[config.mk]
export PLATFORM = sky130hd
export DESIGN_NAME = fifo_queue_flagged
export DESIGN_NICKNAME = d
export VERILOG_FILES = /design/src/rtl/fifo_queue_flagged.sv
export SDC_FILE = /design/constraint.sdc
export NUM_CORES = 1
export LEC_CHECK = 0
export BUFFER_PORTS_ARGS = -buffer_cell sky130_fd_sc_hd__buf_2
export CAP_MARGIN = 25
export CORE_AREA = 4 4 80 97
export DETAILED_ROUTE_END_ITERATION = 8
export DIE_AREA = 0 0 84 101
export GPL_ROUTABILITY_DRIVEN = 0
export PLACE_DENSITY = 0.74
export SYNTH_ARGS = -nofsm -noshare
export SYNTH_HDL_FRONTEND = slang
export SYNTH_SLANG_ARGS = --single-unit
[constraint.sdc]
create_clock -name clk -period 3.05 [get_ports clk]
set_clock_uncertainty 0.1 [all_clocks]
set_input_delay 0.305 -clock clk [delete_from_list [all_inputs] [get_ports clk]]
set_output_delay 0.305 -clock clk [all_outputs]
set_load 0.01 [all_outputs]
[src/rtl/fifo_queue_flagged.sv]
`default_nettype none
// ============================================================================
// Module      : fifo_queue_flagged
// Description : Single-clock FIFO queue with simultaneous read/write,
//               registered status flags, occupancy count, sticky
//               overflow/underflow flags and an optional first-word-fall-
//               through output mode.
// Revision    : 1.0 - initial release
// ============================================================================
module fifo_queue_flagged #(
  parameter int data_width      = 8,
  parameter int FIFO_depth      = 8,
  parameter int almost_full_th  = 6,
  parameter int almost_empty_th = 2,
  parameter int FWFT            = 0
) (
  input  logic                                clk,
  input  logic                                rst_n,
  input  logic                                write_enable,
  input  logic [data_width-1:0]               dataIn,
  input  logic                                read_enable,
  output logic [data_width-1:0]               dataOut,
  output logic                                data_valid,
  output logic                                full,
  output logic                                empty,
  output logic                                almost_full,
  output logic                                almost_empty,
  output logic [$clog2(FIFO_depth+1)-1:0]     count,
  output logic                                overflow,
  output logic                                underflow,
  input  logic                                clear_errors
);

  // Count must represent 0..FIFO_depth inclusive; pointers only 0..FIFO_depth-1.
  localparam int c_cnt_w = $clog2(FIFO_depth + 1);
  localparam int c_ptr_w = (FIFO_depth > 1) ? $clog2(FIFO_depth) : 1;

  localparam logic [c_ptr_w-1:0] c_ptr_last = c_ptr_w'(FIFO_depth - 1);
  localparam logic [c_cnt_w-1:0] c_cnt_full = c_cnt_w'(FIFO_depth);
  localparam logic [c_cnt_w-1:0] c_af_th    = c_cnt_w'(almost_full_th);
  localparam logic [c_cnt_w-1:0] c_ae_th    = c_cnt_w'(almost_empty_th);

  // Storage (deliberately not reset)
  logic [data_width-1:0] mem_q [FIFO_depth];

  // Pointers, occupancy and flags
  logic [c_ptr_w-1:0] wr_ptr_q, wr_ptr_d;
  logic [c_ptr_w-1:0] rd_ptr_q, rd_ptr_d;
  logic [c_cnt_w-1:0] count_q, count_d;
  logic               full_q, full_d;
  logic               empty_q, empty_d;
  logic               afull_q, afull_d;
  logic               aempty_q, aempty_d;
  logic               ovf_q, ovf_d;
  logic               unf_q, unf_d;

  // Transfer qualifiers, evaluated on pre-edge state
  logic rd_acc;
  logic wr_acc;

  // Pointer increment with wrap at FIFO_depth-1 (depth need not be a power of 2)
  function automatic logic [c_ptr_w-1:0] ptr_inc(input logic [c_ptr_w-1:0] p);
    if (p == c_ptr_last) begin
      return '0;
    end
    return p + c_ptr_w'(1);
  endfunction

  // A read is only taken from a non-empty queue; a write into a full queue is
  // taken only when a read frees the head slot in the same cycle.
  assign rd_acc = read_enable & ~empty_q;
  assign wr_acc = write_enable & (~full_q | rd_acc);

  // Next-state for pointers, occupancy, status and sticky error flags
  always_comb begin
    wr_ptr_d = wr_ptr_q;
    rd_ptr_d = rd_ptr_q;
    count_d  = count_q;
    ovf_d    = ovf_q;
    unf_d    = unf_q;

    if (wr_acc) begin
      wr_ptr_d = ptr_inc(wr_ptr_q);
    end
    if (rd_acc) begin
      rd_ptr_d = ptr_inc(rd_ptr_q);
    end

    case ({wr_acc, rd_acc})
      2'b10:   count_d = count_q + c_cnt_w'(1);
      2'b01:   count_d = count_q - c_cnt_w'(1);
      default: count_d = count_q;
    endcase

    // Flags derive from the next count so they line up with count every cycle.
    full_d   = (count_d == c_cnt_full);
    empty_d  = (count_d == '0);
    afull_d  = (count_d >= c_af_th);
    aempty_d = (count_d <= c_ae_th);

    // Clear first so that a simultaneous new error wins.
    if (clear_errors) begin
      ovf_d = 1'b0;
      unf_d = 1'b0;
    end
    if (write_enable & ~wr_acc) begin
      ovf_d = 1'b1;
    end
    if (read_enable & empty_q) begin
      unf_d = 1'b1;
    end
  end

  // Control state register with asynchronous reset
  always_ff @(posedge clk or negedge rst_n) begin
    if (!rst_n) begin
      wr_ptr_q <= '0;
      rd_ptr_q <= '0;
      count_q  <= '0;
      full_q   <= 1'b0;
      empty_q  <= 1'b1;
      afull_q  <= 1'b0;
      aempty_q <= 1'b1;
      ovf_q    <= 1'b0;
      unf_q    <= 1'b0;
    end else begin
      wr_ptr_q <= wr_ptr_d;
      rd_ptr_q <= rd_ptr_d;
      count_q  <= count_d;
      full_q   <= full_d;
      empty_q  <= empty_d;
      afull_q  <= afull_d;
      aempty_q <= aempty_d;
      ovf_q    <= ovf_d;
      unf_q    <= unf_d;
    end
  end

  // Storage write port
  always_ff @(posedge clk) begin
    if (wr_acc) begin
      mem_q[wr_ptr_q] <= dataIn;
    end
  end

  generate
    if (FWFT != 0) begin : g_fwft
      // Head word shown directly; forced to zero while empty so the output is
      // clean after reset even though the storage itself is not reset.
      assign dataOut    = empty_q ? '0 : mem_q[rd_ptr_q];
      assign data_valid = ~empty_q;
    end else begin : g_reg_read
      logic [data_width-1:0] dout_q;
      logic                  dv_q;

      // Registered read port: data_valid pulses for one cycle after each pop
      always_ff @(posedge clk or negedge rst_n) begin
        if (!rst_n) begin
          dout_q <= '0;
          dv_q   <= 1'b0;
        end else begin
          dv_q <= rd_acc;
          if (rd_acc) begin
            dout_q <= mem_q[rd_ptr_q];
          end
        end
      end

      assign dataOut    = dout_q;
      assign data_valid = dv_q;
    end
  endgenerate

  assign full         = full_q;
  assign empty        = empty_q;
  assign almost_full  = afull_q;
  assign almost_empty = aempty_q;
  assign count        = count_q;
  assign overflow     = ovf_q;
  assign underflow    = unf_q;

endmodule
`default_nettype wire

==> run metrics, run 1 <==
largest net degree at the start of global routing=26; outcome=complete, no violations; hold-critical path depth=2; WL/cell=18.08 µm; CTS tree=yes; CP Max Fanout=7; DPL Wire Length=about 4.3 mm; Slowest-stage cell, CP=dfstp_2; syn avg cell area=16.24 µm²; grt ovf=0; via count=2055; R2R Path End=full; Reg2Reg Setup Slack=0.34 ns; Non-Filler Instances=approximately 360; Global Route Usage Sum=approximately 17%; CTS root buf=clkbuf_8; Post-CTS Setup Inserts=0; Max rail drop VDD=0.4809 mV; Fin. Hold Viols=0; CP startpoint=empty; worst path required time=3.23 ns; area delta synth->final=13.55%; Worst setup EP type=register; CORE AREA=6771 µm²; Setup Crit Path Kind=reg2reg; Crit path largest cell delay=0.55 ns; worst-margin pin slew=0.7914 ns; mapped cell area=3704 µm²; vias per cell=5.646; crit path cell chain=nand2b_1 > inv_1 > o21ai_2 > ha_1 > xor2_1 > ha_1 > a21oi_1 > mux2i_1 > xor2_1 > inv_1 > a211oi_2; vias in the first global route=just over 2000; unrepaired setup endpoints after global routing=no; I/O pin cnt=32; Pleak=around 1.6 nW; Synth area leaders=edfxtp_1, dfrtp_1, mux4_2; ant diodes=0; post-layout min period=around 2.7 ns; CP arrival=2.90 ns; setup ws final=0.3390 ns; drt drc=0; Initial DRC Count=between 100 and 150; R2R depth=11; Seq/Total Area, Yosys=between 60 and 70%; Num CTS Buffers=9; final core utilization=62.10%; Starting Density=approximately 55%; EDFF count, synth=64; Clk Latency, worst-skew pair=between 0.3 and 0.4 ns; Hold Crit Class=in2reg; r2r startpoint=empty; initial antenna violation count=0; post-synth top area share=around half; Max Freq=roughly 370 MHz; synthesized netlist cell count=228; cell taking the most area after synthesis=edfxtp_1; antenna viol nets, final=0; DRT Wirelength=between 6 and 7 mm; hold path endpoint=underflow; DRT Pass-1 Iters=4; clk slew on worst S/H paths=0.10 ns; Main synth FF type=edfxtp_1; Die Y=101 µm; TritonCTS Sinks=89; DIE AREA=roughly 8500 µm²; Finished Cell Area=4205 µm²; period utilisation layout=88.89%; synthesized net count=~250; Yosys cell types=40; Setup Viol. Count Final=0; fraction of registers with async set/reset=28.09%; Max Slew Vio Count=0; final setup TNS=0 ns; Slew headroom=47.24%; layout cells sized above 1=29.60%; Startpoint Class=register; H-tree depth=3; CTS max path bufs=2; Core Rows=33; maxcap violations=0; Design Power=3.931 mW; Pwr Density=between 900 and 1000 nW/µm²; Placed Area=between 3000 and 4000 µm²; FF+latch count, synth=89; global-route wire length before repair=10.56 mm; fin nets=292; Fin Hold WS=0.05465 ns; IO buf count=31; source of the worst hold timing path=clear_errors; worst slack after detailed placement=0.3764 ns; yosys warns=0; Die W=approximately 84 µm; DP Cell Count=347
-- cells in the mapped netlist (2+ instances only) --
cell / count
a21o_1: 2
clkbuf_1: 3
nor2_1: 8
o21ai_1: 8
dfrtp_1: 23
mux2i_1: 9
o211ai_1: 4
mux2_2: 2
mux4_2: 16
o211a_1: 2
nand2_1: 17
nor3_1: 7
edfxtp_1: 64
nand3_1: 3
buf_2: 4
nand2b_1: 7
a21oi_1: 4
nor2b_1: 2
o21ai_0: 5
inv_1: 8
ha_1: 7
nand4b_1: 2
xor2_1: 2
dfstp_2: 2
buf_6: 2
-- worst max-delay path: cells and delay by family, from the launching register on --
kind,cells,cell delay (ns)
AOI/OAI and AO/OA,3,0.50
muxes,1,0.25
buffers and inverters,2,0.23
DFF,1,0.55
and+or+nand+nor,1,0.13
adders and majority gates,2,0.48
xor gates and xnor gates,2,0.40
-- kinds of logic after synthesis --
kind of cell	Yosys count	share of synthesized area (%)
multiplexers	27	12.77
flip-flops	89	68.85
XOR/XNOR	3	0.7096
AND/OR/NAND/NOR	52	7.027
AO/OA/AOI/OAI	32	5.811
buffers and inverters	18	2.466
adder cells (fa/ha/maj)	7	2.365
-- state kept, by name (all words and copies together) (netlist names), 3 cells and up --
name and flops:
mem_q 64, rd_ptr_q 3, wr_ptr_q 3, dataOut 8
count 4
-- repair_timing --
action,in CTS,in global routing
hold buffers,1,0
gates resized for setup,0,0
hold endpoints to repair,23,0
-- routing by layer --
metal  vias to the layer above  global-route usage [%]  wire length [µm]
met5                         -                       0                 0
met4                         0                   7.673               128
met3                        13                   3.434               269
met2                        48                   28.84              3398
met1                      1031                   20.92              2785
li1                        963                       -                 -
-- area by class of cell --
cell class / instances / area (µm²)
clock buffers: 9 / 123.9
clock inverters: 7 / 76.32
fillers: 517 / 2566
inverters: 8 / 30.03
multi-input cells: 121 / 1069
flip-flops and latches: 89 / 2550
well taps: 87 / 108.9
repair buffers: 43 / 247.7
-- power breakdown --
group | internal, mW | total, mW | switching [mW]
Sequential | 1.59 | 1.84 | 0.251
Clock | 0.327 | 0.801 | 0.474
Combinational | 0.632 | 1.29 | 0.657
Total | 2.55 | 3.93 | 1.38
-- worst max-delay path by stage --
stage,endpoint,cells past startpoint
6_report,full,11
5_1_grt,full,11
4_1_cts,full,11
3_5_place_dp,full,11
3_3_place_gp,full,11
2_1_floorplan,full,11
-- layout by cell type (no fill, tap or decap), types with 2 or more instances in the layout --
cell      netlist  routed
edfxtp_1       64      64
buf_2           4      31
dfrtp_1        23      23
nand2_1        17      17
mux4_2         16      16
buf_4           1      11
mux2i_1         9       9
clkbuf_8        0       9
inv_1           8       8
nor2_1          8       8
o21ai_1         8       8
nand2b_1        7       7
nor3_1          7       7
ha_1            7       7
o21ai_0         5       5
a21oi_1         4       4
o211ai_1        4       4
nand3_1         3       3
inv_8           0       3
xor2_1          2       2
nor2b_1         2       2
nand4b_1        2       2
mux2_2          2       2
o211a_1         2       2
a21o_1          2       2
dfstp_2         2       2
inv_6           0       2
No activity file was read; power rests on OpenSTA's default activity.
==> run 2: changes to the inputs <==
--- a/config.mk
+++ b/config.mk
@@ -7,11 +7,12 @@
 export LEC_CHECK = 0
 export BUFFER_PORTS_ARGS = -buffer_cell sky130_fd_sc_hd__buf_2
 export CAP_MARGIN = 25
-export CORE_AREA = 4 4 80 97
+export CORE_AREA = 4 4 88 90
 export DETAILED_ROUTE_END_ITERATION = 8
-export DIE_AREA = 0 0 84 101
+export DIE_AREA = 0 0 92 94
 export GPL_ROUTABILITY_DRIVEN = 0
-export PLACE_DENSITY = 0.74
+export GPL_TIMING_DRIVEN = 0
+export PLACE_DENSITY = 0.73
 export SYNTH_ARGS = -nofsm -noshare
 export SYNTH_HDL_FRONTEND = slang
 export SYNTH_SLANG_ARGS = --single-unit
==> run metrics, run 2 (synthesis results as in run 1) <==
outcome=complete, no violations; Max Freq=357.3 MHz (-3.1%); antenna viol nets, final=0 (unchanged); largest net degree at the start of global routing=26 (unchanged); Design Power=3.973 mW (+1.1%); final core utilization=60.05% (-2.1 points); most frequent cells in the layout=edfxtp_1, buf_2, dfrtp_1; area delta synth->final=14.46%; crit path cell chain=nand2b_1 > inv_1 > o21ai_4 > ha_1 > xor2_1 > ha_1 > a21oi_1 > mux2i_1 > xor2_1 > inv_1 > a211oi_2; CTS max path bufs=2 (unchanged); Die Y=94 µm (-6.9%); drt drc=0 (unchanged); Core Rows=31 (-6.1%); most common cell after layout, fill and taps aside=edfxtp_1; vias in the first global route=2112 (+3.5%); maxcap violations=0 (unchanged); Startpoint Class=register; layout cells sized above 1=29.54% (-0.066 points); Non-Filler Instances=380 (+4.4%); Fin Hold WS=0.05956 ns (+0.004916 ns); worst-margin pin slew=0.9501 ns (+0.1587 ns); Met2 Wirelength=3.251 mm (-4.3%); via count=2061 (+0.29%); IO buf count=31 (unchanged); Initial DRC Count=118 (+5.4%); Worst setup EP type=register; Pwr Density=937.3 nW/µm² (+0.26%); worst path required time=3.20 ns (-0.03 ns); Setup Crit Path Kind=reg2reg; global-route wire length before repair=11.05 mm (+4.7%); DRT Pass-1 Iters=4 (unchanged); CP Max Fanout=7 (unchanged); Top reg by flops=mem_q; fin nets=296 (+1.4%); Slowest-stage cell, CP=dfstp_2; DPL Wire Length=4.501 mm (+5.1%); Buf+Inv Stages, Crit Path=2 (unchanged); Starting Density=52.46% (-2.2 points); Clk Latency, worst-skew pair=0.35 ns (about the same); H-tree depth=3 (unchanged); Post-Route M1 WL=2.948 mm (+5.9%); CTS tree=yes; DP Cell Count=361 (+4.0%); WL/cell=17.74 µm (-1.9%); DIE AREA=8648 µm² (+1.9%); Max Slew Vio Count=0 (unchanged); Global Route Usage Sum=17.42% (+0.53 points); CTS root buf=clkbuf_8; Fin. Hold Viols=0 (unchanged); Pleak=1.609 nW (-0.39%); Num CTS Buffers=9 (unchanged); Max rail drop VDD=0.4779 mV (-0.62%); max reg flops=64 (unchanged); initial antenna violation count=0 (unchanged); vias per cell=5.424 (-3.9%); CORE AREA=7059 µm² (+4.2%); I/O pin cnt=32 (unchanged); Die W=92 µm (+9.5%); top sig layer=met4; DRT Wirelength=6.742 mm (+2.4%); Crit path largest cell delay=0.54 ns (about the same); post-layout min period=2.799 ns (+0.08771 ns); Slew headroom=36.43% (-11 points); TritonCTS Sinks=89 (unchanged); unrepaired setup endpoints after global routing=no; CP arrival=2.95 ns (+0.05 ns); period utilisation layout=91.76% (+2.9 points); Setup Viol. Count Final=0 (unchanged); Hold Crit Class=in2reg; ant diodes=0 (unchanged); clk slew on worst S/H paths=0.08 ns (-0.02 ns); grt ovf=0 (unchanged); met3 routed wirelength=417 µm (+55%); Top delay family on crit path=compound AO/OA/AOI/OAI gates
==> run 2: area by class of cell <==
cell class                 instances  area, µm²
inverter                           8      30.03
multi-input combinational        121       1086
timing repair buffer              37      202.7
sequential                        89       2550
clock inverter                     4      28.78
fill                             562       2820
buffer                            10      61.31
tap                               99      123.9
clock buffer                      12      156.4
==> run 2: final timing paths <==
check                              from  slack [ns]          end  depth (start not counted)
setup / recovery                  empty        0.25         full                         11
hold / removal             clear_errors        0.06     overflow                          2
setup reg to reg                  empty        0.25         full                         11
hold reg to reg              dataOut[0]        0.39   dataOut[0]                          2
max in group asynchronous         rst_n        2.08  wr_ptr_q[2]                          2
min in group asynchronous         rst_n        0.38  rd_ptr_q[2]                          2
==> run 2: timing repair <==
action	in CTS	in global routing
buffers inserted	1	1
hold buffers	1	0
gates resized for setup	1	0
endpoints found under the hold margin	23	0
pin swaps	1	0
setup endpoints to repair	5	1
==> run 2: metal layers <==
| metal | up-vias | track usage (%) |
|---|---|---|
| li1 | 972 | - |
| met2 | 55 | 28.10 |
| met3 | 11 | 3.686 |
| met1 | 1023 | 23.04 |
| met4 | 0 | 7.550 |
| met5 | - | 0 |
==> run 2: worst reg2reg max path: cells and delay by family, from the launching register on <==
family                   cells  cell delay, ns
buffers and inverters        2            0.26
XOR/XNOR                     2            0.31
AND/OR/NAND/NOR              1            0.18
multiplexers                 1            0.27
AO/OA/AOI/OAI                3            0.57
adder cells (fa/ha/maj)      2            0.47
flip-flops                   1            0.54
==> run 2: stage by stage <==
stage,worst slack (ns),area [µm²],TNS (ns)
final,0.2513,4239,0
after global routing,0.06272,4239,0
after CTS,0.1261,4232,0
after detailed placement,-0.1652,4021,-0.1810
after global placement,-0.1025,3983,-0.5675
after floorplan,0.2974,3704,0
==> run 2: report_power, final <==
part / total [mW] / internal [mW] / switching, mW
clock: 0.747 / 0.346 / 0.401
sequential: 1.75 / 1.59 / 0.155
combinational: 1.48 / 0.677 / 0.800
